## src/rtl/uart_rx_8e1.sv

```systemverilog
// uart_rx_8e1 -- UART receiver, 8 data bits LSB first, even parity, 1 stop bit.
//
// Recovers bytes from an asynchronous serial line and presents each good byte
// as a 1-cycle data_valid strobe with data_out holding the byte. Parity and
// framing problems are reported as separate 1-cycle pulses and the byte is
// dropped (data_out keeps the last good byte).
//
// Parameters
//   CLKS_PER_BIT  sysclk cycles per UART bit (>= 8)
//   SYNC_STAGES   flops in the rxd synchronizer (>= 2)
//
// Ports
//   sysclk      in   system clock
//   rst         in   synchronous reset, active-high
//   rxd_in      in   asynchronous serial input, idles high
//   data_out    out  [7:0] last good byte received
//   data_valid  out  1-cycle pulse, new good byte on data_out
//   parity_err  out  1-cycle pulse, byte dropped on parity mismatch
//   frame_err   out  1-cycle pulse, stop bit sampled low, byte dropped
//   busy        out  high whenever the receiver is not idle
//
// Build option
//   UART_RX_MAJORITY_EN  when defined, every bit sample is the 2-of-3 majority
//                        of rx_s at ticks MID-1, MID, MID+1 (decision at MID+1),
//                        which delays every event by one cycle.

module uart_rx_8e1 #(
    parameter int CLKS_PER_BIT = 1250,
    parameter int SYNC_STAGES  = 2
) (
    input  logic       sysclk,
    input  logic       rst,
    input  logic       rxd_in,
    output logic [7:0] data_out,
    output logic       data_valid,
    output logic       parity_err,
    output logic       frame_err,
    output logic       busy
);

    localparam int TW  = $clog2(CLKS_PER_BIT);
    localparam int MID = CLKS_PER_BIT / 2 - 1;

`ifdef UART_RX_MAJORITY_EN
    localparam int START_TICK = MID + 1;
`else
    localparam int START_TICK = MID;
`endif

    localparam logic [TW-1:0] START_T = TW'(START_TICK);
    localparam logic [TW-1:0] LAST_T  = TW'(CLKS_PER_BIT - 1);

    typedef enum logic [2:0] {
        S_IDLE,
        S_START,
        S_DATA,
        S_PARITY,
        S_STOP,
        S_BREAK
    } state_t;

    // ------------------------------------------------------------------
    // Input synchronizer. Loads 1s on reset (idle line level). flush marks
    // which stages already hold post-reset samples, so the reset-time 1s
    // are never mistaken for the line having been seen high.
    // ------------------------------------------------------------------
    logic [SYNC_STAGES-1:0] sync;
    logic [SYNC_STAGES-1:0] flush;
    logic                   rx_s;
    logic                   armed;

    assign rx_s = sync[SYNC_STAGES-1];

    always_ff @(posedge sysclk) begin
        if (rst) begin
            sync  <= '1;
            flush <= '0;
            armed <= 1'b0;
        end else begin
            sync  <= {sync[SYNC_STAGES-2:0], rxd_in};
            flush <= {flush[SYNC_STAGES-2:0], 1'b1};
            // Only a genuinely observed high level arms start detection.
            if (flush[SYNC_STAGES-1] && rx_s)
                armed <= 1'b1;
        end
    end

    // ------------------------------------------------------------------
    // Bit sample. All decisions happen on the edge where tick_cnt equals the
    // decision tick; samp is the line value to use on that edge.
    // ------------------------------------------------------------------
    logic samp;

`ifdef UART_RX_MAJORITY_EN
    // hist[0] is rx_s one cycle ago, hist[1] two cycles ago, so together with
    // the current rx_s they cover the three ticks ending at the decision tick.
    logic [1:0] hist;

    always_ff @(posedge sysclk) begin
        if (rst)
            hist <= 2'b11;
        else
            hist <= {hist[0], rx_s};
    end

    assign samp = (hist[1] & hist[0]) | (hist[1] & rx_s) | (hist[0] & rx_s);
`else
    assign samp = rx_s;
`endif

    // ------------------------------------------------------------------
    // FSM and datapath
    // ------------------------------------------------------------------
    state_t          state, state_nxt;
    logic [TW-1:0]   tick_cnt, tick_nxt;
    logic [2:0]      bit_cnt, bit_nxt;
    logic [7:0]      shreg, shreg_nxt;
    logic            perr, perr_nxt;
    logic [7:0]      data_nxt;
    logic            dv_nxt, pe_nxt, fe_nxt;
    logic            tick_last;

    assign tick_last = (tick_cnt == LAST_T);

    always_ff @(posedge sysclk) begin
        if (rst) begin
            state      <= S_IDLE;
            tick_cnt   <= '0;
            bit_cnt    <= '0;
            shreg      <= '0;
            perr       <= 1'b0;
            data_out   <= '0;
            data_valid <= 1'b0;
            parity_err <= 1'b0;
            frame_err  <= 1'b0;
        end else begin
            state      <= state_nxt;
            tick_cnt   <= tick_nxt;
            bit_cnt    <= bit_nxt;
            shreg      <= shreg_nxt;
            perr       <= perr_nxt;
            data_out   <= data_nxt;
            data_valid <= dv_nxt;
            parity_err <= pe_nxt;
            frame_err  <= fe_nxt;
        end
    end

    always_comb begin
        state_nxt = state;
        tick_nxt  = tick_cnt + 1'b1;
        bit_nxt   = bit_cnt;
        shreg_nxt = shreg;
        perr_nxt  = perr;
        data_nxt  = data_out;
        dv_nxt    = 1'b0;
        pe_nxt    = 1'b0;
        fe_nxt    = 1'b0;

        unique case (state)
            S_IDLE: begin
                tick_nxt = '0;
                if (!rx_s && armed)
                    state_nxt = S_START;
            end

            // Re-check the start bit half a bit in; from here on the tick
            // grid is aligned so that tick LAST_T is the middle of each bit.
            S_START: begin
                if (tick_cnt == START_T) begin
                    tick_nxt = '0;
                    if (samp) begin
                        state_nxt = S_IDLE;
                    end else begin
                        bit_nxt   = '0;
                        state_nxt = S_DATA;
                    end
                end
            end

            S_DATA: begin
                if (tick_last) begin
                    tick_nxt  = '0;
                    shreg_nxt = {samp, shreg[7:1]};
                    bit_nxt   = bit_cnt + 1'b1;
                    if (bit_cnt == 3'd7)
                        state_nxt = S_PARITY;
                end
            end

            S_PARITY: begin
                if (tick_last) begin
                    tick_nxt  = '0;
                    perr_nxt  = samp ^ (^shreg);
                    state_nxt = S_STOP;
                end
            end

            // Decision is made mid stop bit, so IDLE is reached half a bit
            // early and a start edge right after the stop bit is caught.
            S_STOP: begin
                if (tick_last) begin
                    tick_nxt = '0;
                    if (!samp) begin
                        fe_nxt    = 1'b1;
                        state_nxt = S_BREAK;
                    end else if (perr) begin
                        pe_nxt    = 1'b1;
                        state_nxt = S_IDLE;
                    end else begin
                        data_nxt  = shreg;
                        dv_nxt    = 1'b1;
                        state_nxt = S_IDLE;
                    end
                end
            end

            // Line held low past the stop bit: wait for it to return high.
            S_BREAK: begin
                tick_nxt = '0;
                if (rx_s)
                    state_nxt = S_IDLE;
            end

            default: begin
                tick_nxt  = '0;
                state_nxt = S_IDLE;
            end
        endcase
    end

    assign busy = (state != S_IDLE);

endmodule

```

## config.mk

```make
export PLATFORM = sky130hd
export DESIGN_NAME = uart_rx_8e1
export DESIGN_NICKNAME = d
export VERILOG_FILES = /design/src/rtl/uart_rx_8e1.sv
export SDC_FILE = /design/constraint.sdc
export NUM_CORES = 1
export LEC_CHECK = 0
export BUFFER_PORTS_ARGS = -buffer_cell sky130_fd_sc_hd__buf_2
export CORE_AREA = 2 2 60 62
export CTS_BUF_LIST = sky130_fd_sc_hd__clkbuf_8
export CTS_CLUSTER_SIZE = 30
export DETAILED_ROUTE_END_ITERATION = 10
export DIE_AREA = 0 0 62 64
export PLACE_DENSITY = 0.88
export SYNTH_ARGS = -nofsm -noshare
export SYNTH_HDL_FRONTEND = slang
export SYNTH_SLANG_ARGS = --single-unit
```

## constraint.sdc

```tcl
create_clock -name sysclk -period 1.9 [get_ports sysclk]
set_input_delay 0.19 -clock sysclk [delete_from_list [all_inputs] [get_ports sysclk]]
set_output_delay 0.19 -clock sysclk [all_outputs]
set_load 0.005 [all_outputs]
```

# [Yosys cells after proc, flatten, opt, wreduce, memory -nomap -nowiden]
# Index checks and enable logic that the tools add are counted.
[word_totals] reg_bits=42 in_bits=3 output_inout_bits=12 word_cells=72
[op_classes] addsub=2 eq_ne=16 mux=21 bitwise_logic=5 reduce_logical=15
[ops] op="two-way mux 3 bit" count=11
[ops] op="two-way mux 11 bit" count=2
[ops] op="case mux 11 bit (2 select lines)" count=1
[ops] op="case mux 3 bit (6 select lines)" count=1
[ops] op="!= test 2 bit (second input constant)" count=8
[ops] op="adder 11 x 1 -> 11 bit (second input constant)" count=1
[ops] op="== test 11 x 10 -> 1 bit (second input constant)" count=1
[ops] op="== test 11 bit (second input constant)" count=1
[ops] op="== test 3 bit (second input constant)" count=3
[ops] op="AND reduction 4 bit" count=2
[ops] op="XOR reduction 8 bit" count=1
[ops] op="AND reduction 7 bit" count=1
[ops] op="== test 3 x 2 -> 1 bit (second input constant)" count=2
[ops] op="case mux 3 bit (2 select lines)" count=1
[ops] op="OR reduction 3 bit" count=2
[ops] op="two-way mux 1 bit" count=4
[ops] op="NOT 1 bit" count=4
[ops] op="AND reduction 2 bit" count=2
[ops] op="OR reduction 4 bit" count=1
[ops] op="adder 3 x 1 -> 3 bit (second input constant)" count=1
[ops] op="== test 3 x 1 -> 1 bit (second input constant)" count=1
[ops] op="logical NOT 3 bit" count=1
[ops] op="nonzero test 3 bit" count=1
[ops] op="logical AND 1 bit" count=2
[ops] op="other kinds (4)" count=4

# [Logic depth before layout (Yosys ltp)]
# Gate-level depths: netlist of run 1.
[logic_depth] ltp_word=4 ltp_mapped=8 ltp_nobuf=7

# [Worst setup path before layout of run 1]
# Ideal clock, no wire load.
[synth_timing] path_kind="register to register" from="register tick_cnt[0]" to="register data_out[3]" setup_ns=0.128 t_arrival_ns=1.474 required_ns=1.772 path_slack_ns=0.299 stages_incl_launch_ff=8 n_path_buf=1 synth_period_minus_slack_ns=1.601 path_cell_list="dfxtp_1 -> ha_1 -> and4bb_2 -> nand3_4 -> nor4_4 -> buf_6 -> mux2i_1 -> nor2_1"
[synth_via] elab_chain_len=2
[synth_rtl] element="start, declared" line_no="115" source="logic [TW-1:0] tick_cnt, tick_nxt;"
[synth_rtl] element="start signal, assigned" line_no="138" source="tick_cnt <= tick_nxt;"
[synth_rtl] element="== test 11 bit" line_no="123" source="assign tick_last = (tick_cnt == LAST_T);"
[synth_rtl] element="AND reduction 4 bit (no line)"
[synth_rtl] element="end signal, assigned" line_no="142" source="data_out <= data_nxt;"
[synth_rtl] element="end, declared" line_no="34" source="output logic [7:0] data_out,"
# No other way between the ends.
# A chain may end at the register's enable or synchronous reset.

# [Final worst setup path of run 1]
[layout_timing] from="register sync[1]" to="register state[2]"
[layout_via] elab_chain_len=4 elab_cells_between_ends=8 classes_between="eq/ne: 2; mux: 3; reduce/logical: 3"
[layout_rtl] element="start, declared" line_no="67" source="logic [SYNC_STAGES-1:0] sync;"
[layout_rtl] element="start signal, assigned" line_no="80" source="sync <= {sync[SYNC_STAGES-2:0], rxd_in};"
[layout_rtl] element="logical NOT 1 bit"
[layout_rtl] element="logical AND 1 bit" line_no="163" source="if (!rx_s && armed)"
[layout_rtl] element="!= test 2 bit (no line)"
[layout_rtl] element="AND reduction 7 bit (no line)"
[layout_rtl] element="end signal, assigned" line_no="137" source="state <= state_nxt;"
[layout_rtl] element="end, declared" line_no="114" source="state_t state, state_nxt;"
# Parallel ways exist; a longest one is shown, timed or not. The select of a mux whose other input is x is not followed.

==> summary.txt, run 1 <==
Outcome: finished, final reports clean
Finished Layout Cells: 262
FFs w/ async S/R, synth: 0%
Setup Skew: 0.009338 ns
Initial antenna violation count: 0
Commonest non-fill, non-tap cell in the layout: dfxtp_1
Synth Flop Type: dfxtp_1
Antenna viol nets, final: 0
# H-tree levels: 2
Drt total wl: 3.244 mm
FP Rows: 21
Syn Nets: 208
Hold-fix buffers at CTS: 0
Power Total: 2.173 mW
Rel. slew slack: 63.67%
CP Class: reg2reg
CTS tree: built
Worst EP arrival: 1.96 ns
Sequential area share after synthesis: 43.86%
Most frequent cells in the layout: dfxtp_1, nor2_1, mux2i_1
Port bufs: 14
Layout cells sized above 1: 17.59%
Max Cap Viol: 0
Worst hold slack: 0.07228 ns
Fmax achieved: 0.5594 GHz
Critical-path maximum fanout: 10
Setup TNS: 0 ns
Antenna diode count: 0
RSZ-0062 raised after global routing: no
# nets final: 223
Tmin final: 1.788 ns
Worst-case vdd ir drop: 0.5943 mV
Slew Viols, Final: 0
Dpl hpwl: 2.266 mm
Placer Congestion: 0.8818
Worst-Margin Slew: 0.5376 ns
Clock latency on the worst-skew pair: 0.30 ns
Met2 GRT Util: 29.04%
Worst path depth: 5
Number of distinct library cells after synthesis: 43
Clock Tree Root: clkbuf_8
Worst hold-check path type: in2reg
Initial core utilization: 58.36%
Vias in the first global route: 1292
Final Cycle Share: 94.09%
CORE AREA: 3284 µm²
GRT Total Usage: 18.88%
Routed WL per cell: 12.38 µm
Synth Area per Inst: 9.584 µm²
Worst Hold Depth: 2
DRC: 0
GRT Residual Overflow: 0
P_leak: 0.8729 nW
Power density cells: 1017 nW/µm²
Clk buf depth: 2
Final setup viols: 0
GR Util met1: 24.55%
CP Buf/Inv Count: 0
Final hold violation count: 0
Worst path slowest cell: dfxtp_1
Synth Instances: 200
Cell family with most CP delay: compound AO/OA/AOI/OAI gates
Final Util: 65.07%
Fill cells: 270
First-pass GRT wire length: 5.602 mm
Clock sinks: 42
Initial DRT Pass Iterations: 5
M3 GR Usage: 4.251%
I/O pin total: 15
Die Area: 3968 µm²
Largest net degree at the start of global routing: 31
Flops & latches, synth: 42
Number of flops mapped to enable cells by yosys: 0
Layout area overhead: 11.49%
Startpoint types: flop
Post-Syn Area: 1917 µm²
Syn. warnings: 0
Die X: 62 µm
Gr busiest metal: met2
Die H: 64 µm
DR iter-0 viols: 81
Worst R2R Path Depth: 5
Cell total after placement: 253
Clock Pin Slew Worst Setup and Hold Paths: 0.08 ns
Critical path cell sequence: and3b_1 -> a21oi_1 -> a2bb2oi_1 -> o2111ai_1 -> nor3b_1
Required @ worst endpoint: 2.07 ns
Number of CTS-inserted buffers: 5
Vias: 1356
Crit. End Element: flop
CP peak stage delay: 0.56 ns
DR vias/cell: 5.176
==> state kept, by name, summed over array words and instances, names as in the netlist <==
register	cells
tick_cnt	11
data_out	8
shreg	8
bit_cnt	3
state	3
flush	2
sync	2
armed	1
data_valid	1
frame_err	1
parity_err	1
perr	1
==> report_power, final <==
group / switching, mW / total [mW] / internal, mW
combinational: 0.279 / 0.475 / 0.196
sequential: 0.0838 / 1.01 / 0.926
clock: 0.302 / 0.688 / 0.386
total: 0.664 / 2.17 / 1.51
==> routing by layer <==
layer | vias to the layer above | wire length [µm]
li1 | 699 | -
met5 | - | 0
met1 | 630 | 1559
met2 | 20 | 1492
met3 | 7 | 110
met4 | 0 | 82
==> final timing paths <==
path	slack [ns]	end	startpoint
min reg2reg	0.42	sync[1]$_SDFF_PP1_	sync[0]$_SDFF_PP1_
max reg2reg	0.11	state[2]$_SDFFE_PP0P_	sync[1]$_SDFF_PP1_
min	0.07	sync[0]$_SDFF_PP1_	rxd_in
max	0.11	state[2]$_SDFFE_PP0P_	sync[1]$_SDFF_PP1_
==> metrics by stage <==
step	setup WS, ns	area [µm²]
final	0.1123	2137
after global routing	0.01041	2137
after CTS	0.08217	2125
after detailed placement	0.1097	2014
after global placement	0.1516	2014
after floorplan	0.2985	1917
==> what timing repair did <==
action	in CTS	in global routing
gates resized for setup	0	2
setup endpoints to repair	0	8
setup buffers	0	1
==> synth_stat cells (2+ instances only) <==
cell | number | share of area (%)
dfxtp_1 | 42 | 44
nor2_1 | 39 | 7.6
mux2i_1 | 18 | 9.4
xnor2_1 | 11 | 5.0
nand2_1 | 8 | 1.6
a21oi_1 | 7 | 1.8
inv_1 | 7 | 1.4
nand3_1 | 7 | 1.8
xor2_1 | 6 | 2.7
buf_2 | 5 | 1.3
ha_1 | 5 | 3.3
and2_1 | 4 | 1.3
clkbuf_1 | 3 | 0.59
nand4_1 | 3 | 0.98
nor2b_1 | 3 | 0.98
a211oi_1 | 2 | 0.78
nor4_1 | 2 | 0.65
o2111ai_1 | 2 | 0.91
or2_2 | 2 | 0.65
==> worst register-to-register path, cell delays in order, from the launching register on <==
cell and delay (ns):
dfxtp_1 0.56, and3b_1 0.22, a21oi_1 0.15, a2bb2oi_1 0.40, o2111ai_1 0.17, nor3b_1 0.16
==> cells by family after synthesis <==
family / count (synthesis) / synth area share, %
adder cells (fa/ha/maj): 5 / 3.264
AND/OR/NAND/NOR: 83 / 24.28
buffers and inverters: 18 / 4.504
multiplexers: 18 / 9.399
XOR/XNOR: 18 / 8.942
flip-flops: 42 / 43.86
AO/OA/AOI/OAI: 16 / 5.744
==> layout make-up <==
| cell class | count | area [µm²] | share of cell area, % |
|---|---|---|---|
| clock buffer | 5 | 68.82 | 3.220 |
| clock inverter | 3 | 41.29 | 1.932 |
| inverter | 7 | 26.28 | 1.230 |
| multi-input combinational | 140 | 989.7 | 46.31 |
| sequential | 42 | 842.1 | 39.40 |
| tap | 46 | 57.56 | 2.693 |
| timing repair buffer | 19 | 111.4 | 5.211 |
(Power assumes the default switching activity.)
==> run 2: changes to the inputs <==
==> constraint.sdc (replaced) <==
create_clock -name sysclk -period 2 [get_ports sysclk]
set_input_delay 0.2 -clock sysclk [delete_from_list [all_inputs] [get_ports sysclk]]
set_output_delay 0.2 -clock sysclk [all_outputs]
set_load 0.005 [all_outputs]
==> run 2 against run 1 <==
Combinational power shrank 9.3%. Utilization is 1.6 points lower. Sequential cell count unchanged. Wire length fell by 0.86%. First-iteration DRC count down 15%. Clock power fell by 25%. Highest routed layer unchanged.
==> summary.txt, run 2 (same netlist as run 1, synthesis figures left out) <==
FP Rows: 21
Startpoint types: flop
Post-CTS Resized: 0
Clock latency on the worst-skew pair: 0.29 ns
Initial antenna violation count: 0
Clk buf depth: 2
Antenna diode count: 0
Outcome: finished, final reports clean
RSZ-0062 raised after global routing: no
Initial DRT Pass Iterations: 4
Setup bufs post-CTS: 0
Clock Tree Root: clkbuf_8
Antenna viol nets, final: 0
Worst hold slack: 0.08461 ns
GRT Total Usage: 18.73%
Max FFs per register: 11
Worst R2R Path Depth: 7
Met3 WL: 133 µm
Clock Pin Slew Worst Setup and Hold Paths: 0.08 ns
CORE AREA: 3284 µm²
Vias in the first global route: 1262
Setup TNS: 0 ns
Critical-path maximum fanout: 9
Met2 WL: 1.465 mm
Power density cells: 917.1 nW/µm²
Hold-fix buffers at CTS: 0
Worst Hold Depth: 2
I/O pin total: 15
Commonest non-fill, non-tap cell in the layout: dfxtp_1
Final hold violation count: 0
Worst-case vdd ir drop: 0.4061 mV
First-pass GRT wire length: 5.526 mm
Hold Crit Start: rxd_in
Layout area overhead: 8.812%
Die Area: 3968 µm²
Post-Route M1 WL: 1.529 mm
DR vias/cell: 5.259
Largest registers: tick_cnt x11, data_out x8, shreg x8
Die X: 62 µm
Worst hold-check path type: in2reg
Largest net degree at the start of global routing: 31
Final Cycle Share: 91.63%
Placer Congestion: 0.8716
CP Class: reg2reg
P_leak: 0.8494 nW
CTS tree: built
Rel. slew slack: 65.43%
Slew Viols, Final: 0
Fill cells: 277
Worst EP arrival: 2.00 ns
Worst R2R End: data_out[2]$_SDFFE_PP0P_
DR iter-0 viols: 69
Tmin final: 1.833 ns
Fmax achieved: 0.5457 GHz
Register with the most flip-flops: tick_cnt
RR Startpoint: tick_cnt[0]$_SDFF_PP0_
# nets final: 220
Number of CTS-inserted buffers: 5
R2r setup slk: 0.17 ns
GRT Residual Overflow: 0
Most frequent cells in the layout: dfxtp_1, nor2_1, mux2i_1
Worst Hold Path EP: sync[0]$_SDFF_PP1_
Vias: 1362
Crit. End Element: flop
DRC: 0
Top Metal Used: met4
Final setup viols: 0
Worst-Margin Slew: 0.5116 ns
Max Cap Viol: 0
Required @ worst endpoint: 2.17 ns
Clock sinks: 42
Setup Skew: 0.007393 ns
Drt total wl: 3.216 mm
Routed WL per cell: 12.42 µm
Layout cells sized above 1: 15.96%
Port bufs: 14
Dpl hpwl: 2.252 mm
# H-tree levels: 2
Initial core utilization: 58.36%
Die H: 64 µm
==> run 2: area by class of cell <==
type	instances	area, µm²	area share [%]
multi-input combinational	140	989.7	47.45
sequential	42	840.8	40.31
timing repair buffer	16	85.08	4.079
clock buffer	5	68.82	3.299
tap	46	57.56	2.759
inverter	7	26.28	1.260
clock inverter	3	17.52	0.8398
==> run 2: worst max path at each step <==
| stage | endpoint | startpoint |
|---|---|---|
| finish | data_out[2]$_SDFFE_PP0P_ | tick_cnt[0]$_SDFF_PP0_ |
| global route | data_out[2]$_SDFFE_PP0P_ | tick_cnt[0]$_SDFF_PP0_ |
| detailed placement | data_out[2]$_SDFFE_PP0P_ | tick_cnt[0]$_SDFF_PP0_ |
| global placement | data_out[6]$_SDFFE_PP0P_ | tick_cnt[0]$_SDFF_PP0_ |
| CTS | data_out[2]$_SDFFE_PP0P_ | tick_cnt[0]$_SDFF_PP0_ |
| floorplan | data_out[3]$_SDFFE_PP0P_ | tick_cnt[0]$_SDFF_PP0_ |
==> run 2: critical path, cell delays in order, from the launching register on <==
cell      delay (ns)
dfxtp_1         0.42
ha_1            0.18
and4bb_2        0.32
nand3_4         0.12
nor4_4          0.15
buf_4           0.23
mux2i_1         0.24
nor2_1          0.05
==> run 2: per-layer routing <==
layer  track usage [%]  up-vias
met5                 0        -
li1                  -      695
met2             27.60       33
met4             9.043        0
met3             5.061        9
met1             24.81      625
==> run 2: per-stage QoR <==
step	setup slack, ns	cells	util, %	cell area [µm²]	power (mW)
6_report	0.1674	259	63.50	2086	1.913
2_1_floorplan	0.3985	200	-	1917	1.330
3_5_place_dp	0.1622	251	60.88	1999	1.413
5_1_grt	0.04967	259	63.50	2086	2.041
4_1_cts	0.1495	259	63.50	2086	1.928
3_3_place_gp	0.2389	251	60.88	1999	1.397
==> run 2: power breakdown <==
group | internal (mW) | total (mW) | leakage [nW] | switching [mW]
sequential | 0.878 | 0.967 | 0.340 | 0.0885
clock | 0.241 | 0.514 | 0.0493 | 0.274
combinational | 0.178 | 0.431 | 0.460 | 0.253
==> run 3: changes to the inputs <==
--- a/config.mk
+++ b/config.mk
@@ -6,12 +6,12 @@
 export NUM_CORES = 1
 export LEC_CHECK = 0
 export BUFFER_PORTS_ARGS = -buffer_cell sky130_fd_sc_hd__buf_2
-export CORE_AREA = 2 2 60 62
+export CORE_AREA = 2 2 63 65
 export CTS_BUF_LIST = sky130_fd_sc_hd__clkbuf_8
 export CTS_CLUSTER_SIZE = 30
 export DETAILED_ROUTE_END_ITERATION = 10
-export DIE_AREA = 0 0 62 64
-export PLACE_DENSITY = 0.88
+export DIE_AREA = 0 0 65 67
+export PLACE_DENSITY = 0.85
 export SYNTH_ARGS = -nofsm -noshare
 export SYNTH_HDL_FRONTEND = slang
 export SYNTH_SLANG_ARGS = --single-unit
==> constraint.sdc (replaced) <==
create_clock -name sysclk -period 1.65 [get_ports sysclk]
set_input_delay 0.165 -clock sysclk [delete_from_list [all_inputs] [get_ports sysclk]]
set_output_delay 0.165 -clock sysclk [all_outputs]
set_load 0.005 [all_outputs]
==> run 3 against run 2 <==
The run now ends with negative setup slack left. Wire length increased by 46%. Clock skew about the same. Cell count up 11%. Count of clock-buffer cells in the layout unchanged. Maximum frequency up 4.5%. Die area rose by 9.8%. Via count up 17%. Sequential share of layout area is 5.5 points lower. Worst hold slack worse by 0.017 ns. Sequential power is 20% higher. Critical endpoint is now data_out[7]$_SDFFE_PP0P_. Largest power group unchanged.
==> summary.txt, run 3 (same netlist as run 1, synthesis figures left out) <==
Largest net degree at the start of global routing: 30
Outcome: finished, violations left
Crit path top cell by count: buf_4
I/O pin total: 15
Startpoint types: flop
Initial antenna violation count: 0
Clock Pin Slew Worst Setup and Hold Paths: 0.08 ns
Critical path cell sequence: nor4b_4 -> buf_4 -> nand3_4 -> nor4_4 -> buf_4 -> clkbuf_16 -> mux2i_1 -> nor2_1
RSZ-0062 raised after global routing: yes
Worst R2R End: data_out[7]$_SDFFE_PP0P_
Footprint of the multi-input gates: 1072 µm²
Worst path slowest cell: dfxtp_2
Tmin final: 1.753 ns
Crit. End Element: flop
Final hold violation count: 0
Dpl ws: -0.05810 ns
Cell Area, Placed: 2150 µm²
Dpl hpwl: 2.654 mm
Initial core utilization: 53.16%
CP Class: reg2reg
CORE AREA: 3606 µm²
Clk pwr share: 28.8%
Rel. slew slack: 78.54%
Antenna diode count: 0
GRT Total Usage: 19.58%
Drt total wl: 4.703 mm
CP Buf/Inv Count: 3
Worst R2R Path Depth: 8
Routed WL per cell: 16.33 µm
Register area: 848.3 µm²
CTS tree: built
Worst-Margin Slew: 0.3210 ns
Worst Hold Path EP: flush[0]$_DFF_P_
Setup ws final: -0.1029 ns
Worst Hold Depth: 2
GRT Residual Overflow: 0
Clock latency on the worst-skew pair: 0.30 ns
Die Area: 4355 µm²
Worst EP arrival: 1.94 ns
Failing checks: negative setup slack
Setup Skew: 0.006922 ns
FP Rows: 22
Clk buf depth: 2
RR Startpoint: tick_cnt[2]$_SDFF_PP0_
Int Pwr: 1.881 mW
DR iter-0 viols: 153
P_leak: 1.006 nW
Fraction of power spent switching nets: 32.78%
DRC: 0
# H-tree levels: 2
Clock sinks: 42
Commonest non-fill, non-tap cell in the layout: nor2_1
Antenna viol nets, final: 0
Largest registers: tick_cnt x11, data_out x8, shreg x8
Required @ worst endpoint: 1.83 ns
Final Cycle Share: 106.2%
Initial DRT Pass Iterations: 4
Comb pwr share: 29.9%
Final setup viols: 10
NetSw: 0.9176 mW
Number of CTS-inserted buffers: 5
Die X: 65 µm
Hold-fix buffers at CTS: 0
Critical-path maximum fanout: 5
Cell family with most CP delay: simple AND/OR/NAND/NOR gates
Power density cells: 1150 nW/µm²
Vias: 1596
Layout cells sized above 1: 33.33%
Register with the most flip-flops: tick_cnt
Port bufs: 14
Die H: 67 µm
# nets final: 247
Flop pwr share: 41.3%
Power Total: 2.799 mW
First-pass GRT wire length: 6.375 mm
Most frequent cells in the layout: nor2_1, dfxtp_1, buf_4
Vias in the first global route: 1378
Hold Crit Start: rst
Placer Congestion: 0.8547
Max FFs per register: 11
Fill cells: 245
Worst-case vdd ir drop: 0.5323 mV
Slew Viols, Final: 0
DR vias/cell: 5.542
Fmax achieved: 0.5705 GHz
Layout area overhead: 27.02%
R2r setup slk: -0.10 ns
Design area: 2435 µm²
Clock Tree Root: clkbuf_8
Max Cap Viol: 0
Worst hold-check path type: in2reg
CP peak stage delay: 0.34 ns
==> run 3: cell count changes in the layout (fill, tap and decap cells not counted), sizes merged <==
cell and change:
clkinv -2, clkbuf +1, bufinv +1, buf +25
clkinvlp +1, a21o +1
==> run 3: worst max path at each step <==
stage / from / to / slack, ns / cells after the start
after floorplan: tick_cnt[0]$_SDFF_PP0_ / data_out[3]$_SDFFE_PP0P_ / 0.05 / 7
after global placement: tick_cnt[1]$_SDFF_PP0_ / data_out[6]$_SDFFE_PP0P_ / 0.05 / 8
after detailed placement: sync[1]$_SDFF_PP1_ / state[1]$_SDFFE_PP0P_ / -0.06 / 6
after CTS: tick_cnt[1]$_SDFF_PP0_ / data_out[1]$_SDFFE_PP0P_ / -0.02 / 8
after global routing: tick_cnt[1]$_SDFF_PP0_ / data_out[7]$_SDFFE_PP0P_ / -0.17 / 9
final: tick_cnt[2]$_SDFF_PP0_ / data_out[7]$_SDFFE_PP0P_ / -0.10 / 8
==> run 3: metrics by stage <==
stage / TNS, ns / hold WS, ns / std cells / utilization [%]
finish: -0.5230 / 0.06712 / 288 / 67.52
global route: -1.979 / 0.06512 / 288 / 67.52
CTS: -0.03485 / 0.07151 / 279 / 62.94
detailed placement: -0.1454 / 0.3791 / 271 / 59.61
global placement: 0 / 0.3488 / 271 / 59.61
floorplan: 0 / 0.2499 / 200 / -
==> run 3: metal layers <==
layer / GRT usage, % / part of all wire (%)
met2: 33.89 / 52
met3: 4.561 / 4.3
met1: 23.00 / 40
met5: 0 / 0
met4: 8.777 / 3.4
==> run 3: power groups by stage <==
| stage | clock network (mW) | registers (mW) | logic (mW) |
|---|---|---|---|
| final | 0.806 | 1.16 | 0.836 |
| after global routing | 0.860 | 1.17 | 0.885 |
| after CTS | 0.801 | 1.14 | 0.734 |
| after detailed placement | 0 | 1.16 | 0.712 |
| after global placement | 0 | 1.15 | 0.670 |
| after floorplan | 0 | 1.11 | 0.502 |
==> run 3: cell type report <==
type	count	share of cell area, %
Multi-Input combinational cell	141	44.04
Sequential cell	42	34.84
Timing Repair Buffer	42	13.05
Clock buffer	5	2.826
Tap cell	48	2.467
Clock inverter	3	1.696
Inverter	7	1.079
==> run 3: what timing repair did <==
action,4_1_cts,5_1_grt
setup endpoints to repair,12,31
pin swaps,0,8
buffers inserted,0,6
resized for setup,6,22
cloned,0,3
==> run 3: worst register-to-register path, delay by kind of cell, from the launching register on <==
| kind | cells | cell delay, ns |
|---|---|---|
| buffers and inverters | 3 | 0.51 |
| DFF | 1 | 0.34 |
| muxes | 1 | 0.20 |
| and+or+nand+nor | 4 | 0.59 |
